[config.mk]
export PLATFORM = sky130hd
export DESIGN_NAME = ps2_transmitter
export DESIGN_NICKNAME = d
export VERILOG_FILES = /design/src/rtl/ps2_transmitter.sv
export SDC_FILE = /design/constraint.sdc
export NUM_CORES = 1
export LEC_CHECK = 0
export ABC_AREA = 1
export CAP_MARGIN = 25
export CORE_MARGIN = 10
export CORE_UTILIZATION = 55
export DETAILED_ROUTE_END_ITERATION = 6
export DONT_BUFFER_PORTS = 1
export PLACE_DENSITY = 0.8
export SKIP_LAST_GASP = 1
export SYNTH_ARGS = -nofsm -noshare
export SYNTH_HDL_FRONTEND = slang
export SYNTH_SLANG_ARGS = --single-unit
[constraint.sdc]
create_clock -name clk -period 4.1 [get_ports clk]
set_input_delay 0.82 -clock clk [delete_from_list [all_inputs] [get_ports clk]]
set_output_delay 0.82 -clock clk [all_outputs]
set_load 0.005 [all_outputs]
[src/rtl/ps2_transmitter.sv]
`default_nettype none
// ============================================================================
// Module      : ps2_transmitter
// Description : Host-to-device PS/2 command transmitter. It inhibits the bus,
//               issues request-to-send, then clocks out the data, parity and
//               stop bits on device clock edges and checks the device ack.
//               Optional macro PS2_TX_TIMEOUT_EN adds a device-silence timeout.
// Revision    : 1.0 - initial release
// ============================================================================
module ps2_transmitter #(
    parameter int INHIBIT_CYCLES = 10000,
    parameter int RTS_CYCLES     = 200,
    parameter int FILTER_CYCLES  = 19,
    parameter int TIMEOUT_CYCLES = 2000000
) (
    input  logic       clk,
    input  logic       rst_n,
    input  logic [7:0] tx_data,
    input  logic       tx_valid,
    output logic       tx_ready,
    input  logic       kclk,
    input  logic       kdata,
    output logic       kclk_oe,
    output logic       kdata_oe,
    output logic       done,
    output logic       ack_err
);

    localparam logic [2:0] c_ST_IDLE      = 3'd0;
    localparam logic [2:0] c_ST_INHIBIT   = 3'd1;
    localparam logic [2:0] c_ST_RTS       = 3'd2;
    localparam logic [2:0] c_ST_SEND      = 3'd3;
    localparam logic [2:0] c_ST_ACK       = 3'd4;
    localparam logic [2:0] c_ST_WAIT_IDLE = 3'd5;

    localparam int c_SEQ_MAX = (INHIBIT_CYCLES > RTS_CYCLES) ? INHIBIT_CYCLES : RTS_CYCLES;
`ifdef PS2_TX_TIMEOUT_EN
    // One counter times INHIBIT, RTS and the SEND/ACK silence window.
    localparam int c_CNT_MAX = (TIMEOUT_CYCLES > c_SEQ_MAX) ? TIMEOUT_CYCLES : c_SEQ_MAX;
`else
    localparam int c_CNT_MAX = c_SEQ_MAX;
`endif
    localparam int c_CNT_W = $clog2(c_CNT_MAX + 1);
    localparam logic [c_CNT_W-1:0] c_INH_LAST = c_CNT_W'(INHIBIT_CYCLES - 1);
    localparam logic [c_CNT_W-1:0] c_RTS_LAST = c_CNT_W'(RTS_CYCLES - 1);
`ifdef PS2_TX_TIMEOUT_EN
    localparam logic [c_CNT_W-1:0] c_TO_LAST  = c_CNT_W'(TIMEOUT_CYCLES - 1);
`endif

    localparam int c_FLT_W = $clog2(FILTER_CYCLES + 1);
    localparam logic [c_FLT_W-1:0] c_FLT_LAST = c_FLT_W'(FILTER_CYCLES - 1);

    if (INHIBIT_CYCLES < 1 || RTS_CYCLES < 1 || FILTER_CYCLES < 1 || TIMEOUT_CYCLES < 1) begin : g_param_check
        $error("ps2_transmitter: all cycle parameters must be at least 1");
    end

    logic [1:0]         w_raw;
    logic [1:0]         w_filt;
    logic               r_kclk_filt_d;
    logic               w_kclk_fall;

    logic [2:0]         r_state;
    logic [7:0]         r_data;
    logic [c_CNT_W-1:0] r_cnt;
    logic [3:0]         r_bit;
    logic               r_kclk_oe;
    logic               r_kdata_oe;
    logic               r_done;
    logic               r_ack_err;

    assign w_raw = {kdata, kclk};

    // Index 0 is kclk, index 1 is kdata; both idle high out of reset.
    for (genvar gi = 0; gi < 2; gi++) begin : g_line
        logic               r_sync1;
        logic               r_sync2;
        logic               r_filt;
        logic [c_FLT_W-1:0] r_flt_cnt;

        always_ff @(posedge clk or negedge rst_n) begin
            if (!rst_n) begin
                r_sync1   <= 1'b1;
                r_sync2   <= 1'b1;
                r_filt    <= 1'b1;
                r_flt_cnt <= '0;
            end else begin
                r_sync1 <= w_raw[gi];
                r_sync2 <= r_sync1;
                if (r_sync2 == r_filt) begin
                    r_flt_cnt <= '0;
                end else if (r_flt_cnt == c_FLT_LAST) begin
                    r_filt    <= r_sync2;
                    r_flt_cnt <= '0;
                end else begin
                    r_flt_cnt <= r_flt_cnt + 1'b1;
                end
            end
        end

        assign w_filt[gi] = r_filt;
    end

    always_ff @(posedge clk or negedge rst_n) begin
        if (!rst_n) begin
            r_kclk_filt_d <= 1'b1;
        end else begin
            r_kclk_filt_d <= w_filt[0];
        end
    end

    assign w_kclk_fall = r_kclk_filt_d & ~w_filt[0];

    always_ff @(posedge clk or negedge rst_n) begin
        if (!rst_n) begin
            r_state    <= c_ST_IDLE;
            r_data     <= '0;
            r_cnt      <= '0;
            r_bit      <= '0;
            r_kclk_oe  <= 1'b0;
            r_kdata_oe <= 1'b0;
            r_done     <= 1'b0;
            r_ack_err  <= 1'b0;
        end else begin
            r_done    <= 1'b0;
            r_ack_err <= 1'b0;
            case (r_state)
                c_ST_IDLE: begin
                    r_kclk_oe  <= 1'b0;
                    r_kdata_oe <= 1'b0;
                    if (tx_valid) begin
                        r_data    <= tx_data;
                        r_cnt     <= '0;
                        r_bit     <= '0;
                        r_kclk_oe <= 1'b1;
                        r_state   <= c_ST_INHIBIT;
                    end
                end
                c_ST_INHIBIT: begin
                    if (r_cnt == c_INH_LAST) begin
                        r_cnt      <= '0;
                        r_kdata_oe <= 1'b1;
                        r_state    <= c_ST_RTS;
                    end else begin
                        r_cnt <= r_cnt + 1'b1;
                    end
                end
                c_ST_RTS: begin
                    // Releasing kclk while holding kdata low is the start bit.
                    if (r_cnt == c_RTS_LAST) begin
                        r_cnt     <= '0;
                        r_kclk_oe <= 1'b0;
                        r_state   <= c_ST_SEND;
                    end else begin
                        r_cnt <= r_cnt + 1'b1;
                    end
                end
                c_ST_SEND: begin
                    if (w_kclk_fall) begin
                        r_cnt <= '0;
                        r_bit <= r_bit + 1'b1;
                        if (r_bit < 4'd8) begin
                            r_kdata_oe <= ~r_data[r_bit[2:0]];
                        end else if (r_bit == 4'd8) begin
                            // Odd parity bit is ~^data, so the pull-down is ^data.
                            r_kdata_oe <= ^r_data;
                        end else begin
                            r_kdata_oe <= 1'b0;
                            r_state    <= c_ST_ACK;
                        end
                    end else begin
`ifdef PS2_TX_TIMEOUT_EN
                        if (r_cnt == c_TO_LAST) begin
                            r_kclk_oe  <= 1'b0;
                            r_kdata_oe <= 1'b0;
                            r_ack_err  <= 1'b1;
                            r_state    <= c_ST_WAIT_IDLE;
                        end else begin
                            r_cnt <= r_cnt + 1'b1;
                        end
`endif
                    end
                end
                c_ST_ACK: begin
                    if (w_kclk_fall) begin
                        r_cnt <= '0;
                        if (!w_filt[1]) begin
                            r_done <= 1'b1;
                        end else begin
                            r_ack_err <= 1'b1;
                        end
                        r_state <= c_ST_WAIT_IDLE;
                    end else begin
`ifdef PS2_TX_TIMEOUT_EN
                        if (r_cnt == c_TO_LAST) begin
                            r_kclk_oe  <= 1'b0;
                            r_kdata_oe <= 1'b0;
                            r_ack_err  <= 1'b1;
                            r_state    <= c_ST_WAIT_IDLE;
                        end else begin
                            r_cnt <= r_cnt + 1'b1;
                        end
`endif
                    end
                end
                c_ST_WAIT_IDLE: begin
                    r_kclk_oe  <= 1'b0;
                    r_kdata_oe <= 1'b0;
                    if (w_filt[0] && w_filt[1]) begin
                        r_state <= c_ST_IDLE;
                    end
                end
                default: begin
                    r_kclk_oe  <= 1'b0;
                    r_kdata_oe <= 1'b0;
                    r_state    <= c_ST_IDLE;
                end
            endcase
        end
    end

    assign tx_ready = (r_state == c_ST_IDLE);
    assign kclk_oe  = r_kclk_oe;
    assign kdata_oe = r_kdata_oe;
    assign done     = r_done;
    assign ack_err  = r_ack_err;

endmodule
`default_nettype wire
==> metrics.log <==
[metrics] status: finished clean
[metrics] Total Negative Setup Slacks: 0 ns
[metrics] proportion of layout cells with a drive suffix above 1: 0.07988
[metrics] total detailed-routing wirelength: 4.767 mm
[metrics] Syn Std Cell Area: 2678 µm²
[metrics] number of synthesis warnings: 0
[metrics] pin count of the biggest net entering global routing: 51
[metrics] sequential share of the synthesized area: 0.4706
[metrics] post-layout power: 1.533 mW
[metrics] number of nets produced by synthesis: 355
[metrics] Clock Skews: 0.01528 ns
[metrics] Remaining Overflow, GRT: 0
[metrics] number of global-route vias before repair: 2,015
[metrics] Req. time, crit path: 4.27 ns
[metrics] Sinks on Clock Net: 50
[metrics] Leak: 1.351 nW
[metrics] Max-Cap Viols: 0
[metrics] root cell of the clock tree: clkbuf_8
[metrics] H-tree depth: 2
[metrics] type of the setup path with the least slack: flip-flop to flip-flop
[metrics] # DRC: 0
[metrics] DR pass1 iterations: 5
[metrics] number of antenna violations at the first check in global routing: 0
[metrics] Post-Layout Cell Count: 405
[metrics] path type of the worst min-delay path: primary input to async pin
[metrics] top library cells by usage in the layout, fill and taps aside: 81 x nand2_1, 43 x inv_1, 43 x dfrtp_1
[metrics] number of buffers added for setup after CTS: 0
[metrics] synthesized flop and latch total: 50
[metrics] number of placed instances, taps included: 397
[metrics] Routability Congestion: 0.8469
[metrics] post-DR wirelength/cell: 11.77 µm
[metrics] endpoint of the lowest-slack register-to-register path: r_cnt[9]
[metrics] number of vias per cell after detailed routing: 5.096
[metrics] reg2reg start: r_cnt[0]
[metrics] signed area change from the synthesized netlist to the final layout: 5.514%
[metrics] via count: 2,064
[metrics] Cell Rows: 25
[metrics] setup repair after global routing missed its margin: no
[metrics] HPWL after DPL: 3.552 mm
[metrics] total CTS buffers: 5
[metrics] clock latency of the later-clocked register in the worst-skew pair: 0.32 ns
[metrics] relative max-transition margin: 0.5378
[metrics] Final Hold Viols: 0
[metrics] clock-pin slew on the worst setup and hold paths: 0.10 ns
[metrics] reg-to-reg setup timing slack: 2.03 ns
[metrics] part of the cycle the worst path needs: 0.5049
[metrics] net total in the final layout: 357
[metrics] Setup violations, final: 0
[metrics] end of the critical path: r_cnt[9]
[metrics] combined global-route utilization of all metal layers: 0.1262
[metrics] full die area: 8060 µm²
[metrics] largest driver fanout on the critical path: 11
[metrics] TritonCTS clock tree: yes
[metrics] Gate Count Post-Synth: 335
[metrics] highest clock frequency the design can meet: 0.4831 GHz
[metrics] post-synthesis cell type count: 29
[metrics] Die Y-Extent: 89.78 µm
[metrics] Post-Synthesis Mean Instance Area: 7.993 µm²
[metrics] effective utilization at floorplan: 0.5669
[metrics] Max clock buf depth: 2
[metrics] count of hold-fix buffers inserted at cts: 0
[metrics] x dimension of the die: 89.78 µm
[metrics] dominant cell type by area after synthesis: dfrtp_1
[metrics] diodes inserted: 0
[metrics] starting DRC count in detailed routing: 158
[metrics] input/output buffers: 0
[metrics] Final Slew Violations: 0
[metrics] actual transition at the worst max-transition pin: 0.6908 ns
[metrics] wire length of the first global-routing pass: 8.763 mm
[metrics] Final min period: 2.070 ns
[metrics] io pins: 18
[metrics] critical path launch point: r_cnt[0]
[metrics] top cells by area, synth: dfrtp_1 40%, nand2_1 11%, dfstp_2 6.9%
[metrics] Cell Pwr Density: 542.5 nW/µm²
[metrics] total core area: 4723 µm²
[metrics] number of instances resized during post-cts repair: 0
[metrics] Antenna Violating Nets Remaining: 0
[metrics] arrival time reported for the critical path endpoint: 2.24 ns
[metrics] top cell type's share of synthesized area: 0.4019
[metrics] Max IR drop VDD: 0.2882 mV
[metrics] kind of start point of the critical path: flip-flop
[metrics] filler instances: 412
[metrics] kind of capture point of the worst setup path: flip-flop
[metrics] most common cell after layout, fill and taps aside: nand2_1
[metrics] reg2reg path depth: 8
## area by class of cell
cell class / count / area (µm²) / area share
flip-flops and latches: 50 / 1260 / 0.4460
well taps: 67 / 83.83 / 0.02967
multi-input cells: 236 / 1204 / 0.4260
clock inverters: 3 / 43.79 / 0.01550
clock buffers: 5 / 68.82 / 0.02436
inverters: 44 / 165.2 / 0.05846
## registers in the layout (all words and copies together) (netlist names)
register and count:
ack_err 1, done 1, r_kclk_filt_d 1, r_data 8, kclk_oe 1, r_cnt 14
g_line.r_sync1 2, g_line.r_sync2 2, g_line.r_filt 2, r_state 3, kdata_oe 1, r_bit 4
g_line.r_flt_cnt 10
## report_power, final
| group | internal [mW] | total (mW) | switching [mW] |
|---|---|---|---|
| Sequential | 0.573 | 0.653 | 0.0803 |
| Clock | 0.183 | 0.349 | 0.167 |
| Combinational | 0.169 | 0.530 | 0.361 |
## through the flow
step | area [µm²] | util | hold slack, ns | setup WS (ns)
after floorplan | 2678 | - | 0.3452 | 2.477
after global placement | 2713 | 0.5743 | 0.3462 | 2.111
after detailed placement | 2713 | 0.5743 | 0.3491 | 2.052
after CTS | 2825 | 0.5981 | 0.1796 | 2.018
after global routing | 2825 | 0.5981 | 0.1699 | 1.788
final | 2825 | 0.5981 | 0.1826 | 2.030
## layer usage
| layer | wire, µm | share of wire | track usage | up-vias |
|---|---|---|---|---|
| li1 | - | - | - | 1064 |
| met1 | 2159 | 0.45 | 0.1526 | 953 |
| met2 | 2320 | 0.49 | 0.2119 | 39 |
| met3 | 177 | 0.037 | 0.02826 | 8 |
| met4 | 110 | 0.023 | 0.04987 | 0 |
| met5 | 0 | 0 | 0 | - |
## synth_stat cells
master,instances
a21oi_1,5
o21ai_2,2
nand3_4,1
inv_2,1
inv_1,43
buf_6,2
nor3_1,8
nor2_1,42
nor2_2,5
nand3_1,29
xnor2_1,3
dfstp_2,7
nor3b_1,1
o21ai_0,21
o21bai_1,1
nand2_1,81
nand2_2,2
ha_1,7
o21ai_1,1
dfrtp_1,43
buf_8,1
clkbuf_1,1
o211ai_1,3
o21a_1,3
and3_1,1
nand4_1,6
nor2_4,1
buf_4,1
xor2_1,13
## logic make-up after synthesis
kind of cell / share of synthesized area
compound gates: 0.07663
fa+ha+maj: 0.03271
flops: 0.4706
simple gates: 0.2879
buf+inv: 0.07990
xor+xnor: 0.05234
## worst max-delay path, cell delays in order (launching register included)
cell,delay (ns)
dfrtp_1,0.42
ha_1,0.20
nand2_1,0.08
nor2_2,0.14
nand4_1,0.12
o21ai_2,0.21
nand2_1,0.10
nor2_1,0.54
nor2_1,0.11
## worst min path at each step
stage,cells after the start,endpoint,slack [ns],startpoint
2_1_floorplan,0,g_line[0].r_sync2,0.35,g_line[0].r_sync1
6_report,0,r_data[5],0.18,rst_n
3_5_place_dp,0,g_line[0].r_sync2,0.35,g_line[0].r_sync1
3_3_place_gp,0,g_line[1].r_sync2,0.35,g_line[1].r_sync1
5_1_grt,0,r_data[5],0.17,rst_n
4_1_cts,0,r_data[5],0.18,rst_n
Note: power is estimated with default switching activity, not from simulation.
